## config.mk

```make
export PLATFORM = sky130hd
export DESIGN_NAME = i2s_receiver
export DESIGN_NICKNAME = d
export VERILOG_FILES = /design/src/rtl/i2s_receiver.sv
export SDC_FILE = /design/constraint.sdc
export NUM_CORES = 1
export LEC_CHECK = 0
export ABC_AREA = 1
export ABC_CLOCK_PERIOD_IN_PS = 2900
export CELL_PAD_IN_SITES_DETAIL_PLACEMENT = 0
export CELL_PAD_IN_SITES_GLOBAL_PLACEMENT = 1
export CORE_MARGIN = 2
export CORE_UTILIZATION = 44
export CTS_CLUSTER_DIAMETER = 120
export DETAILED_ROUTE_END_ITERATION = 12
export GPL_ROUTABILITY_DRIVEN = 0
export GPL_TIMING_DRIVEN = 0
export PLACE_DENSITY = 0.81
export SYNTH_ARGS = -nofsm -noshare
export SYNTH_HDL_FRONTEND = slang
export SYNTH_SLANG_ARGS = --single-unit
```

## constraint.sdc

```tcl
create_clock -name clk -period 2.9 [get_ports clk]
set_input_delay 0.58 -clock clk [delete_from_list [all_inputs] [get_ports clk]]
set_output_delay 0.58 -clock clk [all_outputs]
set_load 0.02 [all_outputs]
```

## src/rtl/i2s_receiver.sv

```systemverilog
// Slave-mode I2S receiver: BCLK, LRCLK and SDATA are oversampled in the clk domain
// and deserialized into stereo sample pairs with lock and short-slot detection.
module i2s_receiver #(
    parameter int BITS_PER_SAMPLE = 16,
    parameter int I2S_STANDARD    = 1,
    parameter int SYNC_STAGES     = 2,
    parameter int TIMEOUT_CYCLES  = 1024
) (
    input  logic                       clk,
    input  logic                       reset,
    input  logic                       i2s_bclk,
    input  logic                       i2s_lrclk,
    input  logic                       i2s_sdata,
    output logic [BITS_PER_SAMPLE-1:0] left_sample,
    output logic [BITS_PER_SAMPLE-1:0] right_sample,
    output logic                       sample_valid,
    output logic                       frame_error,
    output logic                       locked
);

    localparam int CW = $clog2(BITS_PER_SAMPLE + 1);
    localparam int WW = $clog2(TIMEOUT_CYCLES + 1);
    localparam logic [CW-1:0] FULL    = CW'(BITS_PER_SAMPLE);
    localparam logic [WW-1:0] WD_LAST = WW'(TIMEOUT_CYCLES - 1);
    localparam logic [WW-1:0] WD_MAX  = WW'(TIMEOUT_CYCLES);

    typedef enum logic [0:0] {
        WAIT_SYNC = 1'b0,
        CAPTURE   = 1'b1
    } state_t;

    state_t                     state_r, state_nxt_s;
    logic [SYNC_STAGES-1:0]     bclk_sync_r, lr_sync_r, sd_sync_r;
    logic                       bclk_prev_r, lr_prev_r, lr_seen_r;
    logic                       bclk_s, lr_s, sd_s;
    logic                       bclk_rise_s, lr_edge_s, timeout_s;
    logic [WW-1:0]              wd_r;
    logic [CW-1:0]              cnt_r, cnt_nxt_s;
    logic [BITS_PER_SAMPLE-1:0] shreg_r, shreg_nxt_s, left_hold_r;
    logic                       chan_r, chan_nxt_s;
    logic                       in_slot_r, in_slot_nxt_s;
    logic                       pend_r, pend_nxt_s;
    logic                       step_s, commit_s, commit_left_s, short_s;
    logic                       left_held_r;

    // Pin synchronizers; all three share depth so they stay mutually aligned
    always_ff @(posedge clk) begin
        if (reset) begin
            bclk_sync_r <= {SYNC_STAGES{1'b0}};
            lr_sync_r   <= {SYNC_STAGES{1'b0}};
            sd_sync_r   <= {SYNC_STAGES{1'b0}};
            bclk_prev_r <= 1'b0;
        end else begin
            bclk_sync_r <= {bclk_sync_r[SYNC_STAGES-2:0], i2s_bclk};
            lr_sync_r   <= {lr_sync_r[SYNC_STAGES-2:0], i2s_lrclk};
            sd_sync_r   <= {sd_sync_r[SYNC_STAGES-2:0], i2s_sdata};
            bclk_prev_r <= bclk_s;
        end
    end

    assign bclk_s      = bclk_sync_r[SYNC_STAGES-1];
    assign lr_s        = lr_sync_r[SYNC_STAGES-1];
    assign sd_s        = sd_sync_r[SYNC_STAGES-1];
    assign bclk_rise_s = bclk_s & ~bclk_prev_r;
    // lr_seen_r keeps the first edge after reset from faking an LR transition
    assign lr_edge_s   = bclk_rise_s & lr_seen_r & (lr_s != lr_prev_r);
    assign timeout_s   = ~bclk_rise_s & (wd_r == WD_LAST);

    // LRCLK history and BCLK-activity watchdog
    always_ff @(posedge clk) begin
        if (reset) begin
            lr_prev_r <= 1'b0;
            lr_seen_r <= 1'b0;
            wd_r      <= {WW{1'b0}};
        end else if (bclk_rise_s) begin
            lr_prev_r <= lr_s;
            lr_seen_r <= 1'b1;
            wd_r      <= {WW{1'b0}};
        end else if (wd_r != WD_MAX) begin
            wd_r      <= wd_r + WW'(1);
        end else begin
            wd_r      <= wd_r;
        end
    end

    // Sync state next-state logic
    always_comb begin
        state_nxt_s = state_r;
        case (state_r)
            WAIT_SYNC: begin
                if (lr_edge_s) state_nxt_s = CAPTURE;
                else           state_nxt_s = WAIT_SYNC;
            end
            CAPTURE: begin
                if (timeout_s) state_nxt_s = WAIT_SYNC;
                else           state_nxt_s = CAPTURE;
            end
            default: state_nxt_s = WAIT_SYNC;
        endcase
    end

    // Slot tracking: in standard mode the edge-N bit is stored before the new slot is armed
    always_comb begin
        cnt_nxt_s     = cnt_r;
        shreg_nxt_s   = shreg_r;
        chan_nxt_s    = chan_r;
        in_slot_nxt_s = in_slot_r;
        pend_nxt_s    = pend_r;
        step_s        = 1'b0;
        commit_s      = 1'b0;
        commit_left_s = 1'b0;
        short_s       = 1'b0;
        if (timeout_s) begin
            cnt_nxt_s     = {CW{1'b0}};
            in_slot_nxt_s = 1'b0;
            pend_nxt_s    = 1'b0;
        end else if (bclk_rise_s && ((state_r == CAPTURE) || lr_edge_s)) begin
            if (I2S_STANDARD != 0) begin
                if (pend_r) begin
                    shreg_nxt_s   = {shreg_r[BITS_PER_SAMPLE-2:0], sd_s};
                    cnt_nxt_s     = CW'(1);
                    in_slot_nxt_s = 1'b1;
                    pend_nxt_s    = 1'b0;
                    step_s        = 1'b1;
                end else if (in_slot_r && (cnt_r != FULL)) begin
                    shreg_nxt_s   = {shreg_r[BITS_PER_SAMPLE-2:0], sd_s};
                    cnt_nxt_s     = cnt_r + CW'(1);
                    step_s        = 1'b1;
                end else begin
                    step_s        = 1'b0;
                end
                commit_s      = step_s && (cnt_nxt_s == FULL);
                commit_left_s = ~chan_r;
                if (lr_edge_s) begin
                    short_s       = in_slot_nxt_s && (cnt_nxt_s != FULL);
                    pend_nxt_s    = 1'b1;
                    in_slot_nxt_s = 1'b0;
                    chan_nxt_s    = lr_s;
                end else begin
                    short_s       = 1'b0;
                end
            end else begin
                if (lr_edge_s) begin
                    short_s       = in_slot_r && (cnt_r != FULL);
                    shreg_nxt_s   = {shreg_r[BITS_PER_SAMPLE-2:0], sd_s};
                    cnt_nxt_s     = CW'(1);
                    in_slot_nxt_s = 1'b1;
                    chan_nxt_s    = lr_s;
                    step_s        = 1'b1;
                end else if (in_slot_r && (cnt_r != FULL)) begin
                    shreg_nxt_s   = {shreg_r[BITS_PER_SAMPLE-2:0], sd_s};
                    cnt_nxt_s     = cnt_r + CW'(1);
                    step_s        = 1'b1;
                end else begin
                    step_s        = 1'b0;
                end
                commit_s      = step_s && (cnt_nxt_s == FULL);
                commit_left_s = ~chan_nxt_s;
            end
        end else begin
            step_s = 1'b0;
        end
    end

    // State and slot registers
    always_ff @(posedge clk) begin
        if (reset) begin
            state_r   <= WAIT_SYNC;
            cnt_r     <= {CW{1'b0}};
            shreg_r   <= {BITS_PER_SAMPLE{1'b0}};
            chan_r    <= 1'b0;
            in_slot_r <= 1'b0;
            pend_r    <= 1'b0;
        end else begin
            state_r   <= state_nxt_s;
            cnt_r     <= cnt_nxt_s;
            shreg_r   <= shreg_nxt_s;
            chan_r    <= chan_nxt_s;
            in_slot_r <= in_slot_nxt_s;
            pend_r    <= pend_nxt_s;
        end
    end

    // Word commit, pairing and status outputs; a right word needs a held left word
    always_ff @(posedge clk) begin
        if (reset) begin
            left_sample  <= {BITS_PER_SAMPLE{1'b0}};
            right_sample <= {BITS_PER_SAMPLE{1'b0}};
            left_hold_r  <= {BITS_PER_SAMPLE{1'b0}};
            left_held_r  <= 1'b0;
            sample_valid <= 1'b0;
            frame_error  <= 1'b0;
            locked       <= 1'b0;
        end else begin
            sample_valid <= 1'b0;
            frame_error  <= 1'b0;
            if (timeout_s) begin
                locked      <= 1'b0;
                left_held_r <= 1'b0;
            end else if (short_s) begin
                frame_error <= 1'b1;
                locked      <= 1'b0;
                left_held_r <= 1'b0;
            end else if (commit_s && commit_left_s) begin
                left_hold_r <= shreg_nxt_s;
                left_held_r <= 1'b1;
            end else if (commit_s && left_held_r) begin
                left_sample  <= left_hold_r;
                right_sample <= shreg_nxt_s;
                sample_valid <= 1'b1;
                locked       <= 1'b1;
                left_held_r  <= 1'b0;
            end else begin
                left_held_r <= left_held_r;
            end
        end
    end

endmodule

```

**After elaboration in Yosys (flattened, before gate mapping)**

Index checks and enable logic that the tools add are counted.
W data, S select, Z words.

- Bits in registers: 97
- Output and inout port bits: 35
- Word-level logic and storage cells: 85

- Add/sub/neg operators: 2
- Equality and inequality tests: 6
- Multiplexer cells: 30
- Bitwise logic cells: 11
- Reduce and logical (&&, ||, !) cells: 16

Operators by type and width:

| kind | count |
|---|---|
| $mux W16 | 4 |
| $mux W1 | 21 |
| $mux W5 | 4 |
| $add A11 B1 Y11 const B | 1 |
| $eq A11 B10 Y1 const B | 1 |
| $ne A11 B11 Y1 const B | 1 |
| $ne A5 B5 Y1 const B | 2 |
| $not A1 Y1 | 7 |
| $logic_and A1 B1 Y1 | 6 |
| $reduce_and A3 Y1 | 2 |
| $add A5 B1 Y5 const B | 1 |
| $eq A5 B5 Y1 const B | 1 |
| $and A1 B1 Y1 | 4 |
| $reduce_and A4 Y1 | 1 |
| $reduce_or A2 Y1 | 2 |
| $reduce_or A4 Y1 | 1 |
| $reduce_or A3 Y1 | 1 |
| $pmux W1 S2 | 1 |
| $reduce_and A2 Y1 | 1 |
| $reduce_bool A2 Y1 | 1 |
| $logic_or A1 B1 Y1 | 1 |
| $ne A1 B1 Y1 | 1 |

**Longest topological paths before layout**

- Depth in word-level cells: 15
- Gate-level depth with buffers: 14

**Worst setup path before layout**

Ideal clock, no wire load.

- Path kind: register -> register
- From: register cnt_r[0]
- To: register left_sample[10]
- Arrival: 1.640 ns
- Slack: 1.147 ns
- Stages on the path, launching flop included: 14
- Period minus slack after synthesis: 1.753 ns
- Path through: dfxtp_1 -> inv_1 -> ha_1 -> nand2_1 -> inv_1 -> nand2_2 -> nand2_1 -> nand2_1 -> nand3_2 -> nor2_4 -> nand4_4 -> buf_2 -> nor2_1 -> nor2_1

- Cells in the longest elaborated chain, start to end: 13
- Elaborated cells on any way between the ends: 25
- Classes of those cells: add/sub (1); eq/ne (3); mux (13); bitwise (2); reduce/logical (6)

Ends and longest elaborated chain:

| item | line | RTL |
|---|---|---|
| start: declaration | 38 | `logic [CW-1:0] cnt_r, cnt_nxt_s;` |
| start signal: assignment | 169 | `cnt_r <= {CW{1'b0}};` |
| start signal: assignment | 176 | `cnt_r <= cnt_nxt_s;` |
| branches (longest 12 deep; another with $add A5 B1 Y5) | - |  |
| $reduce_and A4 Y1 (no source line) * | - |  |
| end signal: assignment | 187 | `left_sample <= {BITS_PER_SAMPLE{1'b0}};` |
| end signal: assignment | 208 | `left_sample <= left_hold_r;` |
| end: declaration | 14 | `output logic [BITS_PER_SAMPLE-1:0] left_sample,` |

Every way passes the cells marked *. The select of a mux whose other input is x is not followed.
A chain may end at the register's enable or synchronous reset.

**Worst setup path after layout**

- From: register cnt_r[0]
- To: register right_sample[4]

- Cells in the longest elaborated chain, start to end: 13
- Elaborated cells on any way between the ends: 29
- Classes of those cells: add/sub (1); eq/ne (3); mux (17); bitwise (2); reduce/logical (6)

Ends and longest elaborated chain:

| item | line | RTL |
|---|---|---|
| branches (longest 13 deep; another with $add A5 B1 Y5) | - |  |
| end signal: assignment | 188 | `right_sample <= {BITS_PER_SAMPLE{1'b0}};` |
| end signal: assignment | 209 | `right_sample <= shreg_nxt_s;` |
| end: declaration | 15 | `output logic [BITS_PER_SAMPLE-1:0] right_sample,` |

Several ways; the timed one is not identified. The select of a mux whose other input is x is not followed.

==> results.sh <==
export IMPL_synth_cell_types=34
export IMPL_slowest_stage="dfxtp_1"
export IMPL_via_per_inst=4.54
export IMPL_crit_path_start_kind="flip-flop"
export IMPL_ant_nets=0
export IMPL_antenna_found_initial=0
export IMPL_drt_iter0_drc=102
export IMPL_total_leakage_power_nw=2.36
export IMPL_max_freq_mhz=460
export IMPL_worst_endpoint_arrival_ns=2.44
export IMPL_hold_viol=0
export IMPL_io_buffers=39
export IMPL_cp_required_ns=3.17
export IMPL_die_y_um=101
export IMPL_synth_seq_area_share_pct=46.6
export IMPL_clock_sinks=97
export IMPL_slew_violations=0
export IMPL_post_cts_setup_buffers=0
export IMPL_grt_first_pass_wirelength_mm=14.8
export IMPL_cts_tree="built"
export IMPL_netlist_area_mm2=0.00417
export IMPL_synth_top_family_by_area="simple AND/OR/NAND/NOR gates"
export IMPL_critPathTopFamily="simple AND/OR/NAND/NOR gates"
export IMPL_reg2reg_setup_slack_ns=0.73
export IMPL_criticalPathCategory="reg2reg"
export IMPL_rsz0062_at_grt="false"
export IMPL_start_util_pct=45.3
export IMPL_grt_start_max_net_pins=17
export IMPL_cp_end_kind="flip-flop"
export IMPL_synth_warnings=0
export IMPL_drt_total_wl_mm=8.86
export IMPL_coreArea_mm2=0.00920
export IMPL_synth_simple_area_share_pct=34.7
export IMPL_synth_xor_area_share_pct=0.210
export IMPL_avgSynthCellArea_um2=6.95
export IMPL_cp_common_cell="nand2_1"
export IMPL_reg2reg_from="cnt_r[0]"
export IMPL_rr_worst_depth=14
export IMPL_synth_edf_count=0
export IMPL_maxCapViolCount=0
export IMPL_min_delay_start="sd_sync_r[0]"
export IMPL_cp_slowest_stage_delay_ns=0.42
export IMPL_fin_nets=658
export IMPL_die_w_um=101
export IMPL_fin_crit_sh_pct=75.0
export IMPL_worstMarginPinSlew_ns=0.771
export IMPL_syn_nets=608
export IMPL_synthAdderAreaFrac_pct=1.20
export IMPL_drive_gt1_share_pct=7.65
export IMPL_clock_root_buffer="clkbuf_8"
export IMPL_async_reset_ff_share_pct=0
export IMPL_dieArea_mm2=0.0103
export IMPL_cts_resized=0
export IMPL_fin_tns_setup_ns=0
export IMPL_path_cells="inv_1 > ha_1 > nand2_1 > inv_1 > nand2_2 > nand2_1 > nand2_1 > nand3_2 > nor2_4 > nand2_1 > nor2_2 > nand3_1 > nand2_1 > nor2_1"
export IMPL_htreeDepth=3
export IMPL_synth_compound_area_share_pct=5.74
export IMPL_dpl_hpwl_mm=6.40
export IMPL_clk_latency_ns=0.36
export IMPL_placed_cell_area_mm2=0.00469
export IMPL_clockBufferDepth=2
export IMPL_outcome="complete, no violations"
export IMPL_synth_area_mux_share_pct=0
export IMPL_yosysMostFrequentCell="nand2_1"
export IMPL_ir_worst_vdd_v=0.000204
export IMPL_finClkSkew_ns=0.00974
export IMPL_crit_buf_inv=2
export IMPL_synth_top_cells_by_count="151 x nand2_1, 131 x nor2_1, 97 x dfxtp_1"
export IMPL_rows=35
export IMPL_relSlewSlack_pct=48.1
export IMPL_area_delta_synth_final_pct=17.0
export IMPL_synthTopCellsByArea="dfxtp_1 47%, nand2_1 14%, nor2_1 12%"
export IMPL_io_pins=40
export IMPL_numCtsBuffers=9
export IMPL_grtUsageTotal_pct=18.4
export IMPL_crit_end="right_sample[4]"
export IMPL_cp_depth=14
export IMPL_num_antenna_cells=0
export IMPL_p_per_area_mw_per_mm2=456
export IMPL_startpoint="cnt_r[0]"
export IMPL_r2r_end="right_sample[4]"
export IMPL_clk_pin_slew_ns=0.10
export IMPL_drc=0
export IMPL_ys_seq_elements=97
export IMPL_dr_pass1_iters=4
export IMPL_ctsHoldBuffers=0
export IMPL_overflow=0
export IMPL_netlist_area_leader_share_pct=46.6
export IMPL_critPathMaxFanout=7
export IMPL_synth_main_ff_cell="dfxtp_1"
export IMPL_postLayoutCellArea_mm2=0.00487
export IMPL_setup_viol=0
export IMPL_synth_top_area_cell="dfxtp_1"
export IMPL_vias=3473
export IMPL_synthCells=599
export IMPL_grt_pass1_vias=3073
export IMPL_finalCriticalPeriod_ns=2.17
export IMPL_wl_per_cell_um=11.6
export IMPL_hold_class="reg2reg"
cell families (layout without fill, tap and decap cells):
kind of cell,Yosys count,count (layout)
AO/OA/AOI/OAI,43,43
XOR/XNOR,1,1
adder cells (fa/ha/maj),4,4
buffers and inverters,117,172
flip-flops,97,97
AND/OR/NAND/NOR,337,337
tightest hold or removal path: stages, from the launching register on:
cell and delay, ns:
dfxtp_1 0.31, inv_1 0.04, nor2_1 0.03
layout make-up:
cell class	count	area, um^2
Buffer	20	115
Clock buffer	10	138
Clock inverter	6	42.5
Fill cell	897	4320
Inverter	97	364
Multi-Input combinational cell	385	1740
Sequential cell	97	1940
Tap cell	111	139
Timing Repair Buffer	39	390
routing by layer:
layer  wire [um]  up-vias  global-route usage [%]  part of all wire (%)
met5           0        -                       0                     0
met4          93        0                    5.30                   1.0
met3         363        8                    4.00                   4.1
met2        3640       66                    27.2                    41
met1        4770     1501                    27.0                    54
li1            -     1898                       -                     -
worst min path at each step:
stage                          end  slack [ns]  cells past startpoint
global route        bclk_sync_r[1]        0.43                      2
CTS                 bclk_sync_r[1]        0.41                      2
global placement      sd_sync_r[1]        0.39                      2
detailed placement  bclk_sync_r[1]        0.39                      2
finish                sd_sync_r[1]        0.41                      2
floorplan           bclk_sync_r[1]        0.39                      2
flip-flops by register name, summed over array words and instances, names as in the netlist, 2 cells and up:
| register | count |
|---|---|
| right_sample | 16 |
| left_hold_r | 16 |
| shreg_r | 16 |
| cnt_r | 5 |
| bclk_sync_r | 2 |
| sd_sync_r | 2 |
| left_sample | 16 |
| wd_r | 11 |
| lr_sync_r | 2 |
per-stage QoR:
stage / utilization (%) / total power [mW] / std cells / hold WS, ns / worst slack, ns
2_1_floorplan: - / 1.42 / 599 / 0.388 / 1.15
3_3_place_gp: 51.0 / 1.44 / 749 / 0.392 / 0.786
3_5_place_dp: 51.0 / 1.44 / 749 / 0.394 / 0.759
4_1_cts: 53.0 / 2.25 / 765 / 0.408 / 0.733
5_1_grt: 53.0 / 2.32 / 765 / 0.429 / 0.501
6_report: 53.0 / 2.22 / 765 / 0.407 / 0.726
power breakdown:
part | switching (mW) | internal [mW] | total (mW)
clock network | 0.478 | 0.337 | 0.815
logic | 0.0420 | 0.0191 | 0.0610
registers | 0.00531 | 1.34 | 1.35
total | 0.526 | 1.70 | 2.22
cell usage in the layout (no fill, tap or decap), types with 7 or more instances in the layout:
cell type	instances
a21oi_1	23
buf_2	8
clkbuf_8	10
clkdlybuf4s50_1	39
dfxtp_1	97
inv_1	92
nand2_1	151
nand3_1	22
nor2_1	131
o21ai_0	7
No activity file was read; power rests on OpenSTA's default activity.
